File: src/rtl/qeciphy_tx_word_scheduler.sv
// -----------------------------------------------------------------------------
// qeciphy_tx_word_scheduler
//
// Purpose:
//   Builds the 64-bit TX word stream that feeds the 64b->32b width converter.
//   Each word slot lasts two clk_i cycles. A slot carries one of three words:
//   the periodic frame alignment word (FAW), a user data word, or an idle fill
//   word. A new word is loaded only on the edge that closes a slot, which is
//   the edge where the converter takes the upper half. The converter therefore
//   never sees the word change in the middle of a slot.
//
// Ports:
//   clk_i             in   1   converter clock
//   rst_n_i           in   1   asynchronous active-low reset
//   enable_i          in   1   1 = framed transmission, 0 = idle fill only
//   s_tdata_i         in   64  user data word
//   s_tvalid_i        in   1   s_tdata_i is valid
//   s_tready_o        out  1   data word is taken this cycle (combinational)
//   tdata_64b_o       out  64  word to the converter, stable for a whole slot
//   tdata_64b_isfaw_o out  1   tdata_64b_o holds FAW_WORD
//   slot_phase_o      out  1   0 = the converter takes the lower half next edge
//   frame_start_o     out  1   one-cycle pulse when a FAW is loaded
//   data_cnt_o        out  32  data words accepted since reset (wraps)
// -----------------------------------------------------------------------------
module qeciphy_tx_word_scheduler #(
  parameter int unsigned FAW_PERIOD = 64,  // slots per frame, FAW included; 2..65535
  parameter logic [63:0] FAW_WORD   = 64'h0000_0000_0000_00BC,
  parameter logic [63:0] IDLE_WORD  = 64'h0000_0000_0000_0000
) (
  input  logic        clk_i,
  input  logic        rst_n_i,
  input  logic        enable_i,
  input  logic [63:0] s_tdata_i,
  input  logic        s_tvalid_i,
  output logic        s_tready_o,
  output logic [63:0] tdata_64b_o,
  output logic        tdata_64b_isfaw_o,
  output logic        slot_phase_o,
  output logic        frame_start_o,
  output logic [31:0] data_cnt_o
);

  typedef enum logic [0:0] {
    ST_DISABLED = 1'b0,
    ST_RUN      = 1'b1
  } state_t;

  localparam logic [15:0] LAST_SLOT = 16'(FAW_PERIOD - 1);

  state_t      r_state;
  logic        r_phase;
  logic [15:0] r_slot_cnt;
  logic [63:0] r_tdata;
  logic        r_isfaw;
  logic        r_frame_start;
  logic [31:0] r_data_cnt;

  logic        w_ready;
  logic        w_take;
  logic [15:0] w_slot_next;

  // Handshake and slot counter next value.
  always_comb begin
    w_ready = 1'b0;
    if (r_phase && (r_state == ST_RUN) && enable_i && (r_slot_cnt != 16'd0)) begin
      w_ready = 1'b1;
    end else begin
      w_ready = 1'b0;
    end
    w_take = w_ready & s_tvalid_i;
    if (r_slot_cnt == LAST_SLOT) begin
      w_slot_next = 16'd0;
    end else begin
      w_slot_next = r_slot_cnt + 16'd1;
    end
  end

  // Phase tracker, slot FSM and word/flag registers; the FSM moves only on load edges.
  always_ff @(posedge clk_i or negedge rst_n_i) begin
    if (!rst_n_i) begin
      r_phase       <= 1'b0;
      r_state       <= ST_DISABLED;
      r_slot_cnt    <= 16'd0;
      r_tdata       <= IDLE_WORD;
      r_isfaw       <= 1'b0;
      r_frame_start <= 1'b0;
      r_data_cnt    <= 32'd0;
    end else begin
      r_phase       <= ~r_phase;
      r_frame_start <= 1'b0;
      if (r_phase) begin
        case (r_state)
          ST_DISABLED: begin
            if (enable_i) begin
              // The slot that follows enable is the FAW itself, so the
              // counter continues from slot 1 (FAW_PERIOD is at least 2).
              r_state       <= ST_RUN;
              r_tdata       <= FAW_WORD;
              r_isfaw       <= 1'b1;
              r_frame_start <= 1'b1;
              r_slot_cnt    <= 16'd1;
            end else begin
              r_tdata    <= IDLE_WORD;
              r_isfaw    <= 1'b0;
              r_slot_cnt <= 16'd0;
            end
          end
          ST_RUN: begin
            if (!enable_i) begin
              r_state    <= ST_DISABLED;
              r_tdata    <= IDLE_WORD;
              r_isfaw    <= 1'b0;
              r_slot_cnt <= 16'd0;
            end else begin
              if (r_slot_cnt == 16'd0) begin
                r_tdata       <= FAW_WORD;
                r_isfaw       <= 1'b1;
                r_frame_start <= 1'b1;
              end else if (w_take) begin
                r_tdata <= s_tdata_i;
                r_isfaw <= 1'b0;
              end else begin
                r_tdata <= IDLE_WORD;
                r_isfaw <= 1'b0;
              end
              r_slot_cnt <= w_slot_next;
            end
          end
          default: begin
            r_state    <= ST_DISABLED;
            r_tdata    <= IDLE_WORD;
            r_isfaw    <= 1'b0;
            r_slot_cnt <= 16'd0;
          end
        endcase
      end
      if (w_take) begin
        r_data_cnt <= r_data_cnt + 32'd1;
      end
    end
  end

  assign s_tready_o        = w_ready;
  assign tdata_64b_o       = r_tdata;
  assign tdata_64b_isfaw_o = r_isfaw;
  assign slot_phase_o      = r_phase;
  assign frame_start_o     = r_frame_start;
  assign data_cnt_o        = r_data_cnt;

endmodule

File: config.mk
export PLATFORM = sky130hd
export DESIGN_NAME = qeciphy_tx_word_scheduler
export DESIGN_NICKNAME = d
export VERILOG_FILES = /design/src/rtl/qeciphy_tx_word_scheduler.sv
export SDC_FILE = /design/constraint.sdc
export NUM_CORES = 1
export LEC_CHECK = 0
export BUFFER_PORTS_ARGS = -buffer_cell sky130_fd_sc_hd__buf_2
export CAP_MARGIN = 30
export CORE_MARGIN = 2
export CORE_UTILIZATION = 45
export DETAILED_ROUTE_END_ITERATION = 7
export GPL_TIMING_DRIVEN = 0
export PLACE_DENSITY = 0.86
export SYNTH_ARGS = -nofsm -noshare
export SYNTH_HDL_FRONTEND = slang
export SYNTH_SLANG_ARGS = --single-unit
File: constraint.sdc
create_clock -name clk_i -period 2 [get_ports clk_i]
set_input_delay 0.5 -clock clk_i [delete_from_list [all_inputs] [get_ports clk_i]]
set_output_delay 0.5 -clock clk_i [all_outputs]
set_load 0.05 [all_outputs]
=== Word-level counts from Yosys, hierarchy flattened ===
Cells that the tools add are included.

* $add $sub $neg: 2
* Multipliers: 0
* Div/mod/pow operators: 0
* $lt $le $gt $ge: 0
* Equality and inequality tests: 1
* Shift-type cells: 0
* Multiplexer cells: 15
* Bitwise operators: 3
* Reductions and logical operators: 5

{| class="wikitable"
|+ Operators by type and width
! operator !! count
|-
| 64-bit two-way mux || 3
|-
| 64-bit one-hot mux with 2 select lines || 1
|-
| 32-bit by 1-bit adder with 32-bit output, second input constant || 1
|-
| 16-bit two-way mux || 2
|-
| 16-bit one-hot mux with 2 select lines || 1
|-
| 16-bit by 1-bit adder with 16-bit output, second input constant || 1
|-
| 16-bit by 6-bit equality test with 1-bit output, second input constant || 1
|-
| 16-bit zero test || 1
|-
| 16-bit nonzero test || 1
|-
| 8-bit two-way mux || 1
|-
| 1-bit two-way mux || 6
|-
| 1-bit logical AND || 3
|-
| 1-bit NOT || 2
|-
| 1-bit one-hot mux with 2 select lines || 1
|-
| 1-bit bitwise AND || 1
|}

* Flip-flop bits (word level): 116
* Latch bits: 0
* RAM bits: 0
* Memory bits (read-only): 0
* Input port bits: 68
* Output and inout port bits: 100
* Logic and storage cells: 33
* Memories: 0

=== Depth between registers and ports, before layout ===
* Word-level depth: 9
* Depth in mapped cells: 10
* Gate-level depth less buffers: 7

=== Worst setup path before layout ===
No wires, ideal clock.

* Kind: reg-to-reg
* From: reg r_data_cnt[0] (netlist: data_cnt_o[0])
* To: reg r_data_cnt[30] (netlist: data_cnt_o[30])
* Library setup time: 0.082 ns
* Data arrival time: 2.021 ns
* Data required time: 1.918 ns
* Setup slack: -0.103 ns
* Stages on the path, launching flop included: 7
* Buffers on the path: 0
* Period minus slack after synthesis: 2.103 ns
* Cells stage by stage: dfrtp_1 -> ha_1 -> nand3_1 -> nor4_1 -> nand4_1 -> nor3_1 -> xor2_1

* Word-level cells in the longest chain between the ends: 1

{| class="wikitable"
|+ Ends and longest elaborated chain
! element !! line !! source
|-
| from (decl) || 56 || <nowiki>logic [31:0] r_data_cnt;</nowiki>
|-
| from (signal assigned) || 138 || <nowiki>r_data_cnt <= r_data_cnt + 32'd1;</nowiki>
|-
| 32-bit by 1-bit adder with 32-bit output || 138 ||
|}

No other way between the ends.
A chain may end at the register's enable or synchronous reset.

=== Worst setup path in the final report ===
* From: reg r_slot_cnt[0]
* To: out s_tready_o

* Word-level cells in the longest chain between the ends: 3

{| class="wikitable"
|+ Ends and longest elaborated chain
! element !! line !! source
|-
| from (decl) || 52 || <nowiki>logic [15:0] r_slot_cnt;</nowiki>
|-
| from (signal assigned) || 126 || <nowiki>r_slot_cnt <= w_slot_next;</nowiki>
|-
| 16-bit nonzero test || 65 || <nowiki>if (r_phase && (r_state == ST_RUN) && enable_i && (r_slot_cnt != 16'd0)) begin</nowiki>
|-
| 1-bit logical AND || 65 ||
|-
| 1-bit two-way mux || 65 ||
|-
| to (decl) || 35 || <nowiki>output logic s_tready_o,</nowiki>
|}

No other way between the ends.

==> run summary <==
Post-synth top area cell: dfrtp_1
Max Clock Freq: 0.423 GHz
Drt pass-1 iters: 5
Avg Cell Area, Syn: 12.0 µm²
Most frequent cell after synthesis: dfrtp_1
Yosys warnings: 0
FF+latch count, synth: 116
Net count after synthesis: 471
# hold bufs at CTS: 0
CTS tree: built
Final wirelength: 12600 µm
Starting density of the core: 46.5%
Top post-synthesis cells by count: 116 x dfrtp_1, 60 x a22o_1, 33 x nand2_1
Fin nets: 674
GR Util All Layers: 21.0%
Pleak: 3.55 nW
Initial antenna violation count: 0
DIE WIDTH: 107 µm
Vias in the first global route: 3902
Num Clock Sinks: 116
Clk buf depth: 2
CP Max Fanout: 2
Peak VDD IR: 0.539 mV
Netlist cell types: 37
Worst path required time: 1.50 ns
Number of setup violations in the final report: 80
Area growth, synth to finish: 39.2%
Top cell type's share of synthesized area: 60.5%
First-pass GRT wire length: 18900 µm
Crit share post-route: 118%
Hold Path Class: primary input to asynchronous set/reset pin
Pwr/cell area: 903 nW/µm²
DR vias: 4059
Die ar.: 11500 µm²
Routed Antenna Nets: 0
DR iter-0 viols: 348
Main flop type after synthesis: dfrtp_1
Violated checks: negative setup slack
Synthesized area: 4800 µm²
Layout Skew: 0.0110 ns
Routed WL per cell: 16.8 µm
CTS root buf: clkbuf_8
Placed insts: 704
Sequential share of the synthesized area: 60.5%
GRT overflow: 0
Post-DR vias/cell: 5.41
Core ar.: 10300 µm²
Cell count after synthesis: 400
Critical Path Sink Type: output port
Drt drc: 0
CP startpoint: r_slot_cnt[0]
I/O pin count: 168
# rows: 37
Critical Path Start Type: register
Hold Vio Cnt, Final: 0
Status: complete, but fails checks
Max-cap violations: 0
R2R Path Start: r_slot_cnt[0]
Layout cells sized above 1: 40.9%
Worst-Skew Late Latency: 0.50 ns
CTS Buf Count: 17
Filler Cells Inserted: 790
Setup WS post-layout: -0.366 ns
Worst-path clk slew: 0.06 ns
Post-synth EDFFs: 0
H-tree depth: 4
Largest net degree at the start of global routing: 73
Hold Slack: 0.00253 ns
Post-Layout Cell Count: 750
Post-DP HPWL: 8460 µm
Crit Path Class: register to output port
Slew headroom: 59.4%
Routability congestion estimate: 0.826
Ys async rst share: 100%
Die H: 107 µm
CP arrival: 1.87 ns
# port buffers: 167
Slew at the pin closest to its max-slew limit: 0.607 ns
RSZ-0062 raised after global routing: yes
Final min period: 2.37 ns
Slew Limit Fails: 0
N_diodes: 0
Top post-synthesis cells by area: dfrtp_1 60%, a22o_1 11%, xnor2_1 3.1%
-- layout make-up --
| type | instances | area (µm²) | share of cell area (%) |
|---|---|---|---|
| Tap cell | 136 | 170 | 2.55 |
| Clock buffer | 21 | 459 | 6.87 |
| Buffer | 22 | 146 | 2.19 |
| Clock inverter | 9 | 129 | 1.93 |
| Sequential cell | 116 | 2910 | 43.6 |
| Timing Repair Buffer | 184 | 1000 | 15.0 |
| Multi-Input combinational cell | 253 | 1830 | 27.4 |
| Inverter | 9 | 33.8 | 0.506 |
-- sequential cells by signal, summed over array words and instances, names as in the netlist --
name               flops
tdata_64b_o           64
tdata_64b_isfaw_o      1
frame_start_o          1
slot_phase_o           1
data_cnt_o            32
r_state                1
r_slot_cnt            16
-- cells in the final DEF, fill, tap and decap left out, types with 13 or more instances in the layout --
cell type | synthesis | final
clkbuf_16 | 0 | 16
dfrtp_1 | 116 | 110
nand3_1 | 15 | 15
a22o_1 | 60 | 60
xor2_1 | 15 | 15
buf_4 | 0 | 20
xnor2_1 | 17 | 17
buf_2 | 5 | 168
nor2_1 | 20 | 18
nand2_1 | 33 | 33
nand4_1 | 13 | 13
-- critical path: stages (launching register included) --
cell     delay, ns
dfrtp_1       0.40
inv_2         0.09
ha_4          0.12
nor4b_4       0.24
nand4_2       0.18
and2_4        0.21
buf_8         0.14
-- cells by family (layout without fill, tap and decap cells) --
logic type,count (synthesis),in the layout,share of synthesized area (%)
compound gates,97,97,16.2
xor+xnor,32,32,5.84
fa+ha+maj,3,3,0.782
buf+inv,31,245,3.18
flops,116,116,60.5
simple gates,121,121,13.5
-- stage by stage --
step	setup TNS [ns]	setup slack, ns	area (µm²)	power, mW	util, %
2_1_floorplan	0	0.0132	4800	2.82	-
6_report	-9.57	-0.366	6680	6.04	64.7
4_1_cts	-2.35	-0.280	6550	6.06	63.5
3_5_place_dp	-8.22	-0.153	5840	3.05	56.6
3_3_place_gp	-103.10	-1.02	5810	3.03	56.3
5_1_grt	-15.05	-0.444	6680	6.25	64.7
-- layer usage --
metal / routed length (µm) / share of wire, % / GRT usage [%]
met5: 0 / 0 / 0
met4: 143 / 1.1 / 9.09
met1: 5340 / 42 / 26.7
met2: 6440 / 51 / 34.6
met3: 676 / 5.4 / 4.60
-- where the power goes --
group	internal [mW]	total, mW	switching (mW)
clock network	1.98	2.98	1.01
logic	0.185	0.580	0.395
registers	2.41	2.47	0.0589
-- worst paths after layout --
check	slack, ns	cells after the start	endpoint
worst max-delay path	-0.37	6	s_tready_o
worst min-delay path	0.003	1	data_cnt_o[24]
worst max register to register	-0.23	11	tdata_64b_o[42]
worst min register to register	0.47	1	data_cnt_o[31]
max in group asynchronous	1.24	2	r_slot_cnt[11]
min in group clk_i	0.22	2	tdata_64b_o[29]
-- repair_timing --
action	4_1_cts	5_1_grt
setup buffers	8	7
endpoints found under the setup margin	79	86
cloned	0	1
pin swaps	5	6
resized for setup	21	23
No activity file was read; power rests on OpenSTA's default activity.
